## config.mk

```make
export PLATFORM = sky130hd
export DESIGN_NAME = hbwif_sim_transceiver
export DESIGN_NICKNAME = d
export VERILOG_FILES = /design/src/rtl/hbwif_sim_pkg.sv /design/src/rtl/hbwif_sim_word_timer.sv /design/src/rtl/hbwif_sim_transceiver.sv
export SDC_FILE = /design/constraint.sdc
export NUM_CORES = 1
export LEC_CHECK = 0
export CORE_MARGIN = 8
export CORE_UTILIZATION = 45
export DETAILED_ROUTE_END_ITERATION = 8
export GPL_TIMING_DRIVEN = 0
export MAX_ROUTING_LAYER = met4
export PLACE_DENSITY = 0.75
export REMOVE_ABC_BUFFERS = 1
export SYNTH_ARGS = -nofsm -noshare
export SYNTH_HDL_FRONTEND = slang
export SYNTH_SLANG_ARGS = --single-unit
```

## constraint.sdc

```tcl
create_clock -name clock -period 1.81 [get_ports clock]
set_clock_uncertainty 0.1 [all_clocks]
set_input_delay 0.362 -clock clock [delete_from_list [all_inputs] [get_ports clock]]
set_output_delay 0.362 -clock clock [all_outputs]
set_load 0.01 [all_outputs]
```

## src/rtl/hbwif_sim_pkg.sv

```systemverilog
// Shared types and constants for the HBWIF behavioural transceiver model.
package hbwif_sim_pkg;

  typedef enum logic {
    STARTUP = 1'b0,
    RUN     = 1'b1
  } state_e;

  localparam int DEF_DATA_WIDTH    = 10;
  localparam int DEF_SWING_WIDTH   = 4;
  localparam int DEF_ERR_CNT_WIDTH = 8;
  localparam int DEF_STARTUP_WORDS = 4;

  function automatic int cnt_width(input int data_width);
    return $clog2(data_width);
  endfunction

endpackage

```

## src/rtl/hbwif_sim_word_timer.sv

```systemverilog
// Word timing for the transceiver model: bit counter with bitslip hold,
// slow clock, word strobe and startup word count.
module hbwif_sim_word_timer
  import hbwif_sim_pkg::*;
#(
  parameter int DATA_WIDTH    = DEF_DATA_WIDTH,
  parameter int STARTUP_WORDS = DEF_STARTUP_WORDS
) (
  input  logic clock,
  input  logic reset,
  input  logic i_run,
  input  logic i_bitslip,
  output logic o_boundary,
  output logic o_startup_done,
  output logic o_slow_clk,
  output logic o_word_strobe
);

  localparam int CW   = cnt_width(DATA_WIDTH);
  localparam int SW_W = (STARTUP_WORDS > 1) ? $clog2(STARTUP_WORDS) : 1;
  localparam logic [CW-1:0]   LAST    = CW'(DATA_WIDTH - 1);
  localparam logic [CW-1:0]   HALF    = CW'(DATA_WIDTH / 2);
  localparam logic [SW_W-1:0] SU_LAST = SW_W'(STARTUP_WORDS - 1);

  logic [CW-1:0]   r_cnt;
  logic [SW_W-1:0] r_su_cnt;
  logic            r_slip_pending;
  logic            r_slow;
  logic            r_strobe;
  logic            w_hold;

  // A slip freezes the counter for one cycle; the pending flag limits it to one per word.
  assign w_hold         = i_bitslip && i_run && !r_slip_pending;
  assign o_boundary     = (r_cnt == LAST) && !w_hold;
  assign o_startup_done = o_boundary && !i_run && (r_su_cnt == SU_LAST);
  assign o_slow_clk     = r_slow;
  assign o_word_strobe  = r_strobe;

  always_ff @(posedge clock) begin
    if (reset) begin
      r_cnt          <= '0;
      r_su_cnt       <= '0;
      r_slip_pending <= 1'b0;
      r_slow         <= 1'b0;
      r_strobe       <= 1'b0;
    end else begin
      if (!w_hold) begin
        r_cnt <= o_boundary ? '0 : r_cnt + 1'b1;
      end
      if (w_hold) begin
        r_slip_pending <= 1'b1;
      end else if (o_boundary) begin
        r_slip_pending <= 1'b0;
      end
      r_slow   <= (r_cnt < HALF);
      r_strobe <= o_boundary;
      if (o_boundary && !i_run) begin
        r_su_cnt <= r_su_cnt + 1'b1;
      end
    end
  end

endmodule

```

## src/rtl/hbwif_sim_transceiver.sv

```systemverilog
// Behavioural serdes model on the bit clock: LSB-first serializer, bit-slip
// deserializer, electrical idle and diff-error count. Optional HBWIF_SIM_LOOPBACK_EN.
module hbwif_sim_transceiver
  import hbwif_sim_pkg::*;
#(
  parameter int DATA_WIDTH    = DEF_DATA_WIDTH,
  parameter int SWING_WIDTH   = DEF_SWING_WIDTH,
  parameter int ERR_CNT_WIDTH = DEF_ERR_CNT_WIDTH,
  parameter int STARTUP_WORDS = DEF_STARTUP_WORDS
) (
  input  logic                     clock,
  input  logic                     reset,
  input  logic                     rx_p,
  input  logic                     rx_n,
  output logic                     tx_p,
  output logic                     tx_n,
  input  logic [DATA_WIDTH-1:0]    data_tx,
  output logic [DATA_WIDTH-1:0]    data_rx,
  output logic                     slowClk,
  output logic                     word_strobe,
  output logic                     ready,
  input  logic                     bitslip,
  input  logic [SWING_WIDTH-1:0]   extraInputs_txSwing,
  input  logic                     extraInputs_cdrMode,
`ifdef HBWIF_SIM_LOOPBACK_EN
  input  logic                     loopback,
`endif
  output logic [ERR_CNT_WIDTH-1:0] diff_err_cnt
);

  state_e                   r_state;
  state_e                   w_state_next;
  logic [DATA_WIDTH-1:0]    r_tx_sh;
  logic                     r_tx_en;
  logic [DATA_WIDTH-1:0]    r_rx_sh;
  logic [DATA_WIDTH-1:0]    r_data_rx;
  logic [ERR_CNT_WIDTH-1:0] r_err;
  logic                     w_run;
  logic                     w_boundary;
  logic                     w_startup_done;
  logic                     w_rx_bit;
  logic                     w_diff_err;
  logic [DATA_WIDTH-1:0]    w_rx_next;

  hbwif_sim_word_timer #(
    .DATA_WIDTH   (DATA_WIDTH),
    .STARTUP_WORDS(STARTUP_WORDS)
  ) u_timer (
    .clock         (clock),
    .reset         (reset),
    .i_run         (w_run),
    .i_bitslip     (bitslip),
    .o_boundary    (w_boundary),
    .o_startup_done(w_startup_done),
    .o_slow_clk    (slowClk),
    .o_word_strobe (word_strobe)
  );

  always_ff @(posedge clock) begin
    if (reset) r_state <= STARTUP;
    else       r_state <= w_state_next;
  end

  always_comb begin
    w_state_next = r_state;
    case (r_state)
      STARTUP: if (w_startup_done) w_state_next = RUN;
      RUN:     w_state_next = RUN;
      default: w_state_next = STARTUP;
    endcase
  end

  assign w_run = (r_state == RUN);
  assign ready = w_run;

  // Loopback taps the ungated serial bit, so the round trip is independent of swing.
`ifdef HBWIF_SIM_LOOPBACK_EN
  assign w_rx_bit   = loopback ? r_tx_sh[0] : rx_p;
  assign w_diff_err = extraInputs_cdrMode && !loopback && (rx_p == rx_n);
`else
  assign w_rx_bit   = rx_p;
  assign w_diff_err = extraInputs_cdrMode && (rx_p == rx_n);
`endif

  assign w_rx_next    = {w_rx_bit, r_rx_sh[DATA_WIDTH-1:1]};
  assign tx_p         = r_tx_sh[0] & r_tx_en;
  assign tx_n         = ~r_tx_sh[0] & r_tx_en;
  assign data_rx      = r_data_rx;
  assign diff_err_cnt = r_err;

  always_ff @(posedge clock) begin
    if (reset) begin
      r_tx_sh   <= '0;
      r_tx_en   <= 1'b0;
      r_rx_sh   <= '0;
      r_data_rx <= '0;
      r_err     <= '0;
    end else begin
      if (w_boundary) r_tx_sh <= w_run ? data_tx : '0;
      else            r_tx_sh <= r_tx_sh >> 1;
      r_tx_en <= |extraInputs_txSwing;
      r_rx_sh <= w_rx_next;
      if (w_boundary && w_run) r_data_rx <= w_rx_next;
      if (w_diff_err && !(&r_err)) r_err <= r_err + 1'b1;
    end
  end

endmodule

```

# Word level (Yosys, flattened, before mapping)
# Index checks and enable logic that the tools add are counted.
# Widths: inputs -> output; s select.
# totals
rom_bits	0
ff_bits	49
mem_count	0
mem_bits_rw	0
input_bits	20
output_inout_bits	23
latch_bits	0
word_cells	47
# op_classes
n_eq_ne	3
n_reduce_logical	16
bitwise	5
n_addsub	3
mux	7
div	0
mul	0
order_cmp	1
n_shift	0
# ops
operator	n
$mux 9	2
$add 8x1->8 const B	1
$logic_and 1x1->1	8
$reduce_and 8->1	1
$add 4x1->4 const B	1
$eq 4x4->1 const B	1
$logic_not 1->1	4
$lt 4x3->1 const B	1
$mux 4	1
$reduce_or 4->1	1
$mux 1	3
$not 1->1	3
$reduce_or 3->1	1
$add 2x1->2 const B	1
$and 1x1->1	2
$eq 2x2->1 const B	1
$pmux 1 s2	1
$reduce_bool 2->1	1
$eq 1x1->1	1

# Longest topological paths before layout
# Gate-level depths: netlist of the first run.
# depth
word_depth	8
depth_mapped	9
mapped_depth_nobuf	6

# Cells and area by module
# Synthesis of the first run repeated with hierarchy kept, for this count alone.
# unflattened
cells_unflattened	208
area_unflattened_um2	1889.3
# modules_own_cells
mod	seq_area_each_um2	instances	cells_each	area_each_um2
hbwif_sim_transceiver	780.7	1	159	1456.4
hbwif_sim_word_timer	180.2	1	49	432.9

# Worst setup path before layout of the first run
# OpenSTA, ideal clock, no wires.
# synth_timing
path_kind	reg-to-reg
startpoint	register u_timer.r_cnt[1]
endpoint	register r_data_rx[4], in the netlist data_rx[4]
stages_incl_launch_ff	10
t_required_ns	1.574
period_less_slack_ns	1.632
setup_time_ns	0.136
path_slack_ns	0.178
arrival_ns	1.396
n_path_buf	3
cell_sequence	dfxtp_1 -> inv_1 -> ha_1 -> and3b_1 -> buf_4 -> and3_1 -> buf_6 -> buf_6 -> nand2_1 -> a21oi_2
# synth_via
elab_chain_len	3
# synth_rtl
element	line_no	text
start: declaration	hbwif_sim_word_timer.sv:25	logic [CW-1:0] r_cnt;
start signal: assignment	hbwif_sim_word_timer.sv:48	r_cnt <= o_boundary ? '0 : r_cnt + 1'b1;
$eq 4x4->1	hbwif_sim_word_timer.sv:34	assign o_boundary = (r_cnt == LAST) && !w_hold;
$logic_and 1x1->1	hbwif_sim_word_timer.sv:34	
$logic_and 1x1->1	hbwif_sim_transceiver.sv:103	if (w_boundary && w_run) r_data_rx <= w_rx_next;
end signal: assignment	hbwif_sim_transceiver.sv:103	
end: declaration	hbwif_sim_transceiver.sv:36	logic [DATA_WIDTH-1:0] r_data_rx;
# No other way between the ends.
# A chain may end at the register's enable or synchronous reset.

# Worst setup path after layout of the first run
# layout_timing
startpoint	register r_err[2], in the netlist diff_err_cnt[2]
endpoint	output port diff_err_cnt[2]
# layout_rtl
element	line_no	text
start: declaration	hbwif_sim_transceiver.sv:37	logic [ERR_CNT_WIDTH-1:0] r_err;
start signal: assignment	hbwif_sim_transceiver.sv:104	if (w_diff_err && !(&r_err)) r_err <= r_err + 1'b1;
end: declaration	hbwif_sim_transceiver.sv:28	output logic [ERR_CNT_WIDTH-1:0] diff_err_cnt
# No word-level cell between the ends.

==> key figures, run 1 <==
Outcome
  – Status: complete, no violations

Critical path
  – Maximum fanout encountered on the critical timing path: 7
  – Crit path largest cell delay: about 0.57 ns
  – CP Capture Type: primary output
  – Req. time, crit path: 1.35 ns
  – Buffering stage count on the worst path with inverters included: 1
  – CP Cell Sequence: clkdlybuf4s50_1
  – Arrival time at the worst endpoint: 1.29 ns
  – Cell type of the slowest stage on the worst timing path: clkdlybuf4s50_1
  – Crit path max-delay family: buffers and inverters
  – Path type of the worst setup path: flop to primary output
  – Nature of the critical path startpoint: flop

GRT
  – Maximum number of pins on one net before global-route repair: 49
  – Grt met3 use: 4.353%
  – Global routing met2 resource utilization: between 10% and 20%
  – Vias in the first global route: about 1.4k
  – Layer carrying the most global-route usage: met2
  – Antenna violations before repair: 0
  – Global-route usage over all layers: about 12%
  – Global route overflow: 0
  – Met1 capacity usage during global routing: 13.50%
  – Wire length of the first global-routing pass: 6175 um

STA
  – Final min period: 1.748 ns
  – RSZ-0062 raised after global routing: false
  – Worst-Margin Slew: between 0.2 and 0.3 ns
  – Slew headroom: 82.09%
  – Final clock period utilization by the worst path: 96.59%
  – Max-slew violations: 0
  – Worst Hold Margin: approximately 0.35 ns
  – Top achievable clock speed: 0.5720 GHz
  – Setup WS post-layout: 0.06177 ns
  – Setup violators final: 0
  – Total negative slack: 0 ns
  – Number of failing hold endpoints at the final stage: 0

Power
  – Worst-case vdd ir drop: about 0.64 mV
  – Lkg Pwr: 0.9132 nW
  – PD cells: 845.2 nW/um^2

Logic synthesis
  – Number of distinct library cells after synthesis: 36
  – Synthesized flop and latch total: between 40 and 50
  – Top post-synthesis cells by area: dfxtp_1, nand2_1, a21oi_2, nor2_1, a22oi_1
  – Average cell area after synthesis: between 9 and 10 sq um
  – Netlist area before placement: 1878 sq um
  – Cell type contributing the most total cell area after synthesis: dfxtp_1
  – Seq/Total Area, Yosys: 51.17%
  – Fraction of registers with async set/reset: 0%
  – Number of flops mapped to enable cells by yosys: 0
  – Ys flop type: dfxtp_1
  – Cells after Synth: 198
  – Yosys Warn Count: 0
  – Post-synth top area share: 51.17%

Layout
  – Commonest cells after routing, fill and taps aside: dfxtp_1, clkdlybuf4s50_1, nand2_1
  – Share of cells above drive strength 1: 11.67%
  – Final net count: 265
  – End-of-flow core utilization: between 60% and 70%
  – Most frequent standard cell in the layout excluding fill and tap cells: dfxtp_1
  – Area grow syn2layout: 32.25%
  – Antenna Cells: 0
  – Post-route cell area: 2484 sq um

Placement
  – Worst Setup Slack post-DPL: -0.2484 ns
  – Weighted congestion at the end of routability-driven global placement: 0.7361
  – Number of port buffers: 42
  – Placed cell areas: 2322 sq um
  – Post-DP HPWL: roughly 2600 um

Die
  – Number of rows created at floorplan: 23
  – Core box area: 4000 sq um
  – Number of I/O pins: between 40 and 50
  – Starting Density: 46.95%
  – Vertical die dimension: between 80 and 90 um
  – Area of the die: between 6000 and 7000 sq um
  – X dimension of the die: 80.60 um

Drt
  – Violation count after the first detailed-routing iteration: 75
  – Number of nets with antenna violations after routing: 0
  – Via Count: 1497
  – Number of vias per cell: 5.162
  – Mean routed wirelength per cell: approximately 14 um
  – Detailed-route wire length: a little under 4000 um
  – DRC violations left: 0
  – First-pass detailed-route iteration total: 4

Hold path
  – Worst hold-check path type: flop to flop

Clock tree
  – Clock tree from TritonCTS: built
  – Post-CTS clock slew at the launch and capture registers of the worst setup and hold paths: around 0.080 ns
  – Insertion delay of the later-clocked pin in the worst-skew pair: 0.29 ns
  – Library cell used as clock root buffer: clkbuf_8
  – CTS sink count: 48
  – Number of buffers created by CTS: 5
  – Clock H-tree levels: 2
  – Largest buffer count on any clock path: 2
  – Post CTS Setup Buffer Count: 0

Run
  – Total of max-cap violations: 0
==> metal layers <==
metal / part of all wire, % / up-vias / wire length, um
li1: - / 760 / -
met1: 46 / 695 / 1800
met2: 46 / 37 / 1799
met3: 7.5 / 5 / 296
met4: 0.97 / 0 / 38
met5: 0 / - / 0
==> final timing paths <==
path / from / endpoint / slack [ns] / cells after the start
max: diff_err_cnt[2]$_SDFFE_PP0P_ / diff_err_cnt[2] / 0.06 / 1
min: r_rx_sh[1]$_SDFF_PP0_ / data_rx[0]$_SDFFE_PP0P_ / 0.35 / 2
max reg2reg: u_timer.r_cnt[1]$_SDFFE_PP0N_ / r_tx_sh[7]$_SDFF_PP0_ / 0.10 / 6
min reg2reg: r_rx_sh[1]$_SDFF_PP0_ / data_rx[0]$_SDFFE_PP0P_ / 0.35 / 2
==> what timing repair did <==
| action | 4_1_cts | 5_1_grt |
|---|---|---|
| setup endpoints to repair | 20 | 11 |
| pin swaps | 0 | 1 |
| cloned | 0 | 1 |
| gates resized for setup | 4 | 4 |
| hold buffers | 0 | 0 |
| endpoints found under the hold margin | 0 | 0 |
==> where the power goes <==
| part | switching (mW) | internal, mW | total, mW |
|---|---|---|---|
| registers | 0.0152 | 1.07 | 1.09 |
| logic | 0.0609 | 0.0784 | 0.139 |
| clock network | 0.332 | 0.543 | 0.875 |
==> synth_stat cells (2+ instances only) <==
cell type / n
dfxtp_1: 48
nand2_1: 27
nor2_1: 23
a21oi_1: 10
a21oi_2: 10
nor2b_1: 10
a22oi_1: 9
ha_1: 5
nand3_1: 5
clkbuf_1: 4
inv_1: 4
o21ai_0: 4
or3_1: 4
and2_1: 3
mux2i_1: 3
nand4_1: 3
and3_1: 2
and3b_1: 2
and4_1: 2
buf_6: 2
nand2b_1: 2
nand3b_1: 2
==> sequential cells by signal, indices dropped and copies added (netlist names) <==
name / cells
data_rx: 10
diff_err_cnt: 8
r_rx_sh: 9
r_tx_en: 1
r_tx_sh: 10
ready: 1
u_timer.o_slow_clk: 1
u_timer.o_word_strobe: 1
u_timer.r_cnt: 4
u_timer.r_slip_pending: 1
u_timer.r_su_cnt: 2
==> kinds of logic (layout without fill, tap and decap cells) <==
logic type | Yosys count | count (layout) | share of synthesized area, %
buf+inv | 13 | 54 | 3.663
mux | 3 | 3 | 1.599
fa+ha+maj | 5 | 5 | 3.331
flops | 48 | 48 | 51.17
xor+xnor | 3 | 3 | 2.399
simple gates | 89 | 90 | 23.32
compound gates | 37 | 37 | 14.52
==> cell type report <==
type | instances | area, sq um
Fill cell | 378 | 1516
Sequential cell | 48 | 964.7
Multi-Input combinational cell | 138 | 877.1
Timing Repair Buffer | 43 | 435.4
Clock buffer | 5 | 68.82
Tap cell | 50 | 62.56
Clock inverter | 2 | 60.06
Inverter | 4 | 15.01
==> stage by stage <==
stage | cells | total power, mW
after detailed placement | 282 | 1.250
after global placement | 281 | 1.243
after global routing | 290 | 2.171
final | 290 | 2.099
after floorplan | 189 | 1.158
after CTS | 289 | 2.121
(Power assumes the default switching activity.)
==> run 2, diff against run 1 <==
- CTS_CLUSTER_DIAMETER: unset -> 30
==> results of run 2 <==
No change in the layout: final DEF, timing and power equal those of run 1.
